--- config.mk ---
export PLATFORM = sky130hd
export DESIGN_NAME = uart_transmitter_flat
export DESIGN_NICKNAME = d
export VERILOG_FILES = /design/src/rtl/uart_transmitter_if.sv /design/src/rtl/uart_transmitter.sv /design/src/flat_wrapper.sv
export SDC_FILE = /design/constraint.sdc
export NUM_CORES = 1
export LEC_CHECK = 0
export ABC_AREA = 1
export CAP_MARGIN = 25
export CORE_ASPECT_RATIO = 0.8
export CORE_UTILIZATION = 48
export CTS_CLUSTER_DIAMETER = 200
export DETAILED_ROUTE_END_ITERATION = 7
export GPL_ROUTABILITY_DRIVEN = 0
export PLACE_DENSITY = 0.74
export SLEW_MARGIN = 40
export SYNTH_ARGS = -nofsm -noshare
export SYNTH_HDL_FRONTEND = slang
export SYNTH_SLANG_ARGS = --single-unit
export TNS_END_PERCENT = 1
--- constraint.sdc ---
create_clock -name clk -period 1.5 [get_ports clk]
set_input_delay 0.375 -clock clk [delete_from_list [all_inputs] [get_ports clk]]
set_output_delay 0.375 -clock clk [all_outputs]
set_load 0.01 [all_outputs]
--- src/rtl/uart_transmitter_if.sv ---
// Byte-in / serial-out handshake bundle for uart_transmitter.
// The master produces bytes and the slave (the transmitter) reports line and frame status.
interface uart_transmitter_if;
   logic       tx_start;
   logic [7:0] tx_in;
   logic       tx_out;
   logic       tx_busy;
   logic       tx_done;

   modport master (output tx_start, output tx_in,
                   input  tx_out, input  tx_busy, input  tx_done);
   modport slave  (input  tx_start, input  tx_in,
                   output tx_out, output tx_busy, output tx_done);
endinterface

--- src/rtl/uart_transmitter.sv ---
// UART transmit serializer: start bit, 8 data bits LSB first, optional parity bit, stop bit.
// All outputs are registered, and the line idles high.
module uart_transmitter #(
   parameter int unsigned CLKS_PER_BIT = 16,
   parameter int unsigned PARITY       = 0
) (
   input  logic              clk,
   input  logic              rst_n,
   uart_transmitter_if.slave tx_if
);
   localparam int unsigned     CNT_W   = (CLKS_PER_BIT > 1) ? $clog2(CLKS_PER_BIT) : 1;
   localparam logic [CNT_W-1:0] CNT_MAX = CNT_W'(CLKS_PER_BIT - 1);

   localparam logic [2:0] S_IDLE   = 3'd0;
   localparam logic [2:0] S_START  = 3'd1;
   localparam logic [2:0] S_DATA   = 3'd2;
   localparam logic [2:0] S_PARITY = 3'd3;
   localparam logic [2:0] S_STOP   = 3'd4;

   logic [2:0]       state_q, state_d;
   logic [CNT_W-1:0] cnt_q, cnt_d;
   logic [2:0]       idx_q, idx_d;
   logic [7:0]       shreg_q, shreg_d;
   logic             tx_out_q, tx_out_d;
   logic             busy_q, busy_d;
   logic             done_q, done_d;
   logic             bit_end;
   logic             par_bit;

   assign bit_end = (cnt_q == CNT_MAX);
   assign par_bit = (^shreg_q) ^ (PARITY == 2);

   // tx_out_d holds the level of the bit about to begin, so the line is a flop output.
   always_comb begin
      state_d  = state_q;
      cnt_d    = cnt_q;
      idx_d    = idx_q;
      shreg_d  = shreg_q;
      tx_out_d = tx_out_q;
      busy_d   = busy_q;
      done_d   = 1'b0;
      if (state_q != S_IDLE) begin
         cnt_d = bit_end ? '0 : cnt_q + CNT_W'(1);
      end
      case (state_q)
         S_IDLE: begin
            tx_out_d = 1'b1;
            busy_d   = 1'b0;
            if (tx_if.tx_start) begin
               shreg_d  = tx_if.tx_in;
               state_d  = S_START;
               tx_out_d = 1'b0;
               busy_d   = 1'b1;
               cnt_d    = '0;
            end
         end
         S_START: begin
            if (bit_end) begin
               state_d  = S_DATA;
               idx_d    = '0;
               tx_out_d = shreg_q[0];
            end
         end
         S_DATA: begin
            if (bit_end) begin
               if (idx_q == 3'd7) begin
                  if (PARITY != 0) begin
                     state_d  = S_PARITY;
                     tx_out_d = par_bit;
                  end else begin
                     state_d  = S_STOP;
                     tx_out_d = 1'b1;
                  end
               end else begin
                  idx_d    = idx_q + 3'd1;
                  tx_out_d = shreg_q[idx_q + 3'd1];
               end
            end
         end
         S_PARITY: begin
            if (bit_end) begin
               state_d  = S_STOP;
               tx_out_d = 1'b1;
            end
         end
         S_STOP: begin
            if (bit_end) begin
               state_d  = S_IDLE;
               tx_out_d = 1'b1;
               busy_d   = 1'b0;
               done_d   = 1'b1;
            end
         end
         default: begin
            state_d  = S_IDLE;
            tx_out_d = 1'b1;
            busy_d   = 1'b0;
         end
      endcase
   end

   always_ff @(posedge clk or negedge rst_n) begin
      if (!rst_n) begin
         state_q  <= S_IDLE;
         cnt_q    <= '0;
         idx_q    <= '0;
         shreg_q  <= '0;
         tx_out_q <= 1'b1;
         busy_q   <= 1'b0;
         done_q   <= 1'b0;
      end else begin
         state_q  <= state_d;
         cnt_q    <= cnt_d;
         idx_q    <= idx_d;
         shreg_q  <= shreg_d;
         tx_out_q <= tx_out_d;
         busy_q   <= busy_d;
         done_q   <= done_d;
      end
   end

   assign tx_if.tx_out  = tx_out_q;
   assign tx_if.tx_busy = busy_q;
   assign tx_if.tx_done = done_q;
endmodule

--- src/flat_wrapper.sv ---
// flat-port wrapper written by rule: the top's interface ports become plain ports
module uart_transmitter_flat 
#(
   parameter int unsigned CLKS_PER_BIT = 16,
   parameter int unsigned PARITY       = 0
)
  (clk, rst_n, tx_if_tx_start, tx_if_tx_in, tx_if_tx_out, tx_if_tx_busy, tx_if_tx_done);
  uart_transmitter_if tx_if_i ();
  input  logic clk;
  input  logic rst_n;
  input wire logic [$bits(tx_if_i.tx_start)-1:0] tx_if_tx_start;
  input wire logic [$bits(tx_if_i.tx_in)-1:0] tx_if_tx_in;
  output wire logic [$bits(tx_if_i.tx_out)-1:0] tx_if_tx_out;
  output wire logic [$bits(tx_if_i.tx_busy)-1:0] tx_if_tx_busy;
  output wire logic [$bits(tx_if_i.tx_done)-1:0] tx_if_tx_done;
  assign tx_if_i.tx_start = tx_if_tx_start;
  assign tx_if_i.tx_in = tx_if_tx_in;
  assign tx_if_tx_out = tx_if_i.tx_out;
  assign tx_if_tx_busy = tx_if_i.tx_busy;
  assign tx_if_tx_done = tx_if_i.tx_done;
  uart_transmitter #(.CLKS_PER_BIT(CLKS_PER_BIT), .PARITY(PARITY)) u_core (.clk(clk), .rst_n(rst_n), .tx_if(tx_if_i));
endmodule
==> impl_metrics.py, run 1 <==
metrics = {
    "floorplan": {
        "die_x_um": 55.2,
        "die_h_um": 44.6,
        "die_area_um2": 2460,
        "ios": 14,
        "fp-row-count": 15,
        "start_util": 0.508,
        "core_um2": 2140,
    },
    "place": {
        "port_buffers": 13,
        "dpl_cell_area_um2": 1270,
        "dp_cells": 156,
        "dp_hpwl_um": 1440,
    },
    "finish": {
        "num_antenna_cells": 0,
        "nets": 152,
        "final_area_um2": 1340,
        "nFillCells": 174,
        "drive_above_1_share": 0.350,
        "fin_cells": 162,
        "area_growth_pct": 23.4,
    },
    "routing": {
        "wl_um": 1940,
        "detailroute.via_count": 851,
        "vias_per_cell": 5.25,
        "drc": 0,
        "drt_iter0_markers": 30,
        "wl_per_cell_um": 12.0,
        "drtPass1Iterations": 4,
        "ant_nets": 0,
    },
    "timing": {
        "worstMarginPinSlew_ps": 315,
        "fin_crit_sh": 0.970,
        "clock_skew_ps": 1.34,
        "max_freq_mhz": 687,
        "slew_viol_final": 0,
        "max-slew-margin-rel": 0.789,
        "fin_crit_ps": 1450,
        "setup_viol": 0,
        "hold_violations": 0,
    },
    "synthesis": {
        "synth_fp_nets": 129,
        "synth.cell_area_um2": 1090,
        "synth_cells": 115,
        "syn_avg_cell_area_um2": 9.45,
        "yosys.cell_types.count": 25,
        "synth_warnings": 0,
        "synth-seq-cells": 21,
        "ys_seq_area_frac": 0.484,
    },
    "cts": {
        "cts_buffers": 3,
        "cts_max_level": 1,
        "cts-root-buf": "clkbuf_4",
        "cts_tree": "built",
        "ctsHoldBuffers": 0,
        "insertion_delay_ps": 300,
        "cts_buffer_depth": 2,
        "cts_sinks": 21,
        "clk_pin_slew_worst_paths_ps": 110,
    },
    "setup_path": {
        "critPathRequiredTime_ps": 1740,
        "cp_cell_sequence": "ha_2 > ha_4 > inv_1 > nand2_1 > a21oi_2 > nand2_2 > o21ai_2",
        "cp-end-kind": "flop",
        "crit_type": "flop to flop",
        "arrival_ps": 1690,
        "start_kind": "flop",
        "critPathTopFamily": "flip-flops",
        "cp_max_fo": 3,
        "crit_path_max_incr_delay_ps": 420,
        "cp_slowest_cell": "dfrtp_1",
        "crit_buf_inv": 1,
    },
    "run": {
        "maxCapViolations": 0,
    },
    "global_route": {
        "grt_first_pass_wirelength_um": 3190,
        "grt-ovfl-total": 0,
        "grt_max_degree": 22,
        "grt_pass1_vias": 746,
        "antenna_found_initial": 0,
        "grt_usage": 0.174,
    },
    "power_and_ir_drop": {
        "powerDensity_nw_per_um2": 1700,
        "p_leak_uw": 0.000623,
        "ir_drop_uv": 924,
    },
    "min_path": {
        "hp-class": "primary input to async pin",
    },
    "outcome": {
        "outcome": "complete, no violations",
    },
}
cell type report:
| cell class | instances | area [µm²] | share of cell area |
|---|---|---|---|
| Clock buffer | 4 | 26.3 | 0.0196 |
| Timing Repair Buffer | 18 | 165 | 0.123 |
| Sequential cell | 21 | 528 | 0.394 |
| Inverter | 15 | 58.8 | 0.0438 |
| Multi-Input combinational cell | 79 | 532 | 0.396 |
| Tap cell | 25 | 31.3 | 0.0233 |
worst paths after layout:
check	from	endpoint	slack [ps]	depth (start not counted)
max in group asynchronous	rst_n	u_core.tx_if.tx_out	830	2
min in group clk	u_core.tx_if.tx_busy	u_core.tx_if.tx_busy	510	2
min	rst_n	u_core.cnt_q[1]	400	2
max reg2reg	u_core.idx_q[0]	u_core.idx_q[1]	50	7
min reg2reg	u_core.tx_if.tx_busy	u_core.tx_if.tx_busy	510	2
max	u_core.idx_q[0]	u_core.idx_q[1]	50	7
per-stage QoR:
step                utilization  worst slack, ps  setup TNS [ps]  total power, µW  hold WS (ps)
finish                    0.627             45.2               0             2280           397
global placement          0.594            -6.53           -6.53             1940           484
CTS                       0.605             10.6               0             2230           397
detailed placement        0.594            -30.2           -53.5             1970           499
floorplan                     -             73.8               0             1710          79.4
global route              0.627            -22.9           -98.0             2480           418
routing by layer:
metal / track usage / vias up / part of all wire
li1: - / 422 / -
met1: 0.236 / 413 / 0.48
met2: 0.270 / 14 / 0.47
met3: 0.0614 / 2 / 0.040
met4: 0.0450 / 0 / 0.0067
met5: 0 / - / 0
power breakdown:
group,switching (µW),total [µW],leakage (µW),internal [µW]
Sequential,168,967,0.000261,798
Clock,161,265,0.0000150,104
Combinational,554,1050,0.000347,491
flip-flops by register name, summed over array words and instances (netlist names):
name                  flops
u_core.state_q            3
u_core.cnt_q              4
u_core.idx_q              3
u_core.tx_if.tx_busy      1
u_core.tx_if.tx_done      1
u_core.shreg_q            8
u_core.tx_if.tx_out       1
cell usage after synthesis (all sizes together):
library cell	instances	area, µm²
inv	15	56.3
ha	3	37.5
o21ai	10	65.1
or2	2	15.0
nand2	29	126
o31ai	1	7.51
mux2	8	90.1
nor2	8	42.5
nand3	12	77.6
dfrtp	20	500
a21oi	4	27.5
dfstp	1	26.3
nor3	2	15.0
worst register-to-register path, cell delays in order (launching register included):
cell and delay [ps]:
dfrtp_1 420, ha_2 210, ha_4 150, inv_1 70
nand2_1 100, a21oi_2 210, nand2_2 110, o21ai_2 120
cells by family after synthesis:
| kind of cell | synth area share |
|---|---|
| flops | 0.484 |
| buf+inv | 0.0518 |
| simple gates | 0.254 |
| fa+ha+maj | 0.0345 |
| mux | 0.0829 |
| compound gates | 0.0921 |
timing repair:
action                     4_1_cts  5_1_grt
setup buffers                    0        2
pin swaps                        0        2
setup endpoints to repair        3        8
gates resized for setup          3        9
placed cells by master (no fill, tap or decap), drive strengths merged, types with 5 or more instances in the layout:
| cell type | n |
|---|---|
| nand2 | 29 |
| dfrtp | 20 |
| inv | 15 |
| nand3 | 12 |
| clkdlybuf4s50 | 10 |
| o21ai | 10 |
| mux2 | 8 |
| nor2 | 8 |
| buf | 5 |
Note: power is estimated with default switching activity, not from simulation.
==> run 2, diff against run 1 <==
ABC_AREA = 0   (was 1)
HOLD_SLACK_MARGIN = 0.12   (was not set)
PLACE_DENSITY = 0.73   (was 0.74)
==> run 2 against run 1 <==
Net effect:
- non-clock buffer count increased by 14
- clock power increased by 3%
- flip-flop and latch count unchanged
- final cell count increased by 1.2%
- critical path type unchanged
- global-route usage increased by 4.0 points
- register-to-register slack got worse by 240 ps
- total power decreased by 1.9%
- synthesized cell count decreased by 5.2%
- hold slack got worse by 7.4 ps
- the flow now finishes with violations (setup timing)
- clock-buffer cell count unchanged
==> impl_metrics.py, run 2 <==
metrics = {
    "cts": {
        "cts_buffers": 3,
        "cts-root-buf": "clkbuf_4",
        "cts_buffer_depth": 2,
        "cts_sinks": 21,
        "cts_tree": "built",
        "cts_max_level": 1,
        "ctsHoldBuffers": 0,
        "insertion_delay_ps": 300,
        "clk_pin_slew_worst_paths_ps": 120,
    },
    "setup_path": {
        "crit_buf_inv": 0,
        "crit_path_max_incr_delay_ps": 550,
        "r2r_slack_ps": -200,
        "critPathRequiredTime_ps": 1730,
        "rr_startpoint": "u_core.state_q[0]",
        "cp_max_fo": 4,
        "crit_type": "flop to flop",
        "critPathTopFamily": "simple AND/OR/NAND/NOR gates",
        "r2r-end": "u_core.tx_if.tx_out",
        "cp_slowest_cell": "or4_4",
        "arrival_ps": 1920,
        "start_kind": "flop",
        "r2r_cells": 4,
        "cp_cell_sequence": "or3_4 > and3_1 > or4_4 > o311ai_2",
        "cp-end-kind": "flop",
    },
    "floorplan": {
        "ios": 14,
        "die_h_um": 45.1,
        "start_util": 0.511,
        "die_x_um": 55.9,
        "die_area_um2": 2520,
        "core_um2": 2180,
        "fp-row-count": 15,
    },
    "timing": {
        "clock_skew_ps": 12.5,
        "fin_crit_sh": 1.13,
        "setup_ws_ps": -200,
        "fin_tns_setup_ps": -289,
        "holdWs_ps": 390,
        "max-slew-margin-rel": 0.758,
        "setup_viol": 9,
        "slew_viol_final": 0,
        "worstMarginPinSlew_ps": 362,
        "fin_crit_ps": 1700,
        "rsz0062_at_grt": "true",
        "max_freq_mhz": 588,
        "hold_violations": 0,
    },
    "routing": {
        "drt_iter0_markers": 34,
        "wl_um": 2550,
        "detailroute.via_count": 946,
        "vias_per_cell": 5.77,
        "drtPass1Iterations": 4,
        "drc": 0,
        "ant_nets": 0,
        "wl_per_cell_um": 15.5,
    },
    "synthesis": {
        "synth.cell_area_um2": 1110,
        "syn_avg_cell_area_um2": 10.2,
        "synth_fp_nets": 123,
        "synthTopCellsByArea": "dfrtp_1, mux2_2, mux2i_1, o21ai_0, ha_1",
        "yosys.cell_types.count": 33,
        "async_flop_share": 1.00,
        "yosysMostFrequentCell": "dfrtp_1",
        "synth_flop_cell": "dfrtp_1",
        "synth_top_area_cell": "dfrtp_1",
        "ys_seq_area_frac": 0.473,
        "yosys.area.top_type_share": 0.449,
        "synth-edff-count": 0,
        "synth-seq-cells": 21,
        "netlist_top_cells_count": "dfrtp_1, mux2_2, nor2_1",
        "synth_warnings": 0,
        "synth_cells": 109,
    },
    "power_and_ir_drop": {
        "p_leak_uw": 0.000618,
        "powerDensity_nw_per_um2": 1520,
        "p_total_uw": 2230,
        "ir_drop_uv": 1120,
    },
    "finish": {
        "register_area_um2": 527,
        "top_register": "u_core.shreg_q",
        "nFillCells": 186,
        "final_cell_mix": "dfrtp_1, buf_4, mux2_2, clkdlybuf4s50_1, nor2_1",
        "final_common_cell": "dfrtp_1",
        "nets": 154,
        "multiInputGateArea_um2": 596,
        "top_regs": "u_core.shreg_q x8, u_core.cnt_q x4",
        "area_growth_pct": 31.6,
        "fin_cells": 164,
        "largest_reg_flops": 8,
        "num_antenna_cells": 0,
        "drive_above_1_share": 0.302,
    },
    "min_path": {
        "hp-class": "primary input to async pin",
    },
    "global_route": {
        "grt_pass1_vias": 932,
        "grt-ovfl-total": 0,
        "top_usage_layer": "met2",
        "grt_first_pass_wirelength_um": 4130,
        "grt_util_met3": 0.0544,
        "use_met2": 0.376,
        "grt_usage": 0.214,
        "grt_max_degree": 22,
        "antenna_found_initial": 0,
        "gr-usage-met1": 0.282,
    },
    "outcome": {
        "outcome": "finished with violations",
        "failed_checks": "setup timing",
    },
    "run": {
        "maxCapViolations": 0,
    },
    "place": {
        "dp_hpwl_um": 1860,
        "port_buffers": 13,
        "pre_cts_ws_ps": -134,
        "dp_cells": 159,
    },
}
run 2: cell count changes after synthesis, moves of 5 or more:
cell,delta
nand3_1,-9
inv_1,-8
nor2_1,+5
mux2i_1,+5
nand2_1,-16
inv_2,-5
run 2: where the power goes:
part / switching, µW / internal [µW] / total (µW)
clock: 169 / 104 / 273
sequential: 173 / 795 / 968
combinational: 456 / 538 / 993
run 2: what timing repair did:
action	CTS	global route
gates resized for setup	5	6
pin swaps	3	1
setup buffers	1	0
setup endpoints to repair	13	15
run 2: cells by family (layout without fill, tap and decap cells):
kind of cell | count (synthesis) | count (layout) | synth area share
buf+inv | 8 | 38 | 0.0303
compound gates | 23 | 23 | 0.126
mux | 15 | 15 | 0.146
fa+ha+maj | 3 | 3 | 0.0337
flops | 21 | 21 | 0.473
simple gates | 39 | 39 | 0.191
run 2: worst max path at each step:
stage                 startpoint                  end  slack, ps  cells after the start
2_1_floorplan    u_core.idx_q[0]  u_core.tx_if.tx_out        -60                      5
3_3_place_gp     u_core.idx_q[0]  u_core.tx_if.tx_out        -90                      5
3_5_place_dp      tx_if_tx_start    u_core.shreg_q[4]       -130                      4
4_1_cts          u_core.idx_q[1]  u_core.tx_if.tx_out       -150                      5
5_1_grt        u_core.state_q[0]  u_core.tx_if.tx_out       -230                      4
6_report       u_core.state_q[0]  u_core.tx_if.tx_out       -200                      4
run 2: per-layer routing:
layer  up-vias  part of all wire
li1        458                 -
met1       455              0.48
met2        31              0.47
met3         2             0.043
met4         0            0.0059
met5         -                 0
run 2: through the flow:
stage          utilization  cell area [µm²]
2_1_floorplan            -             1130
3_3_place_gp         0.649             1410
3_5_place_dp         0.649             1410
4_1_cts              0.664             1450
5_1_grt              0.673             1470
6_report             0.673             1470
run 2: final cells by class:
class	instances	share of cell area
sequential	21	0.360
tap	25	0.0213
clock buffer	4	0.0179
timing repair buffer	32	0.190
multi-input combinational	80	0.406
inverter	2	0.00512
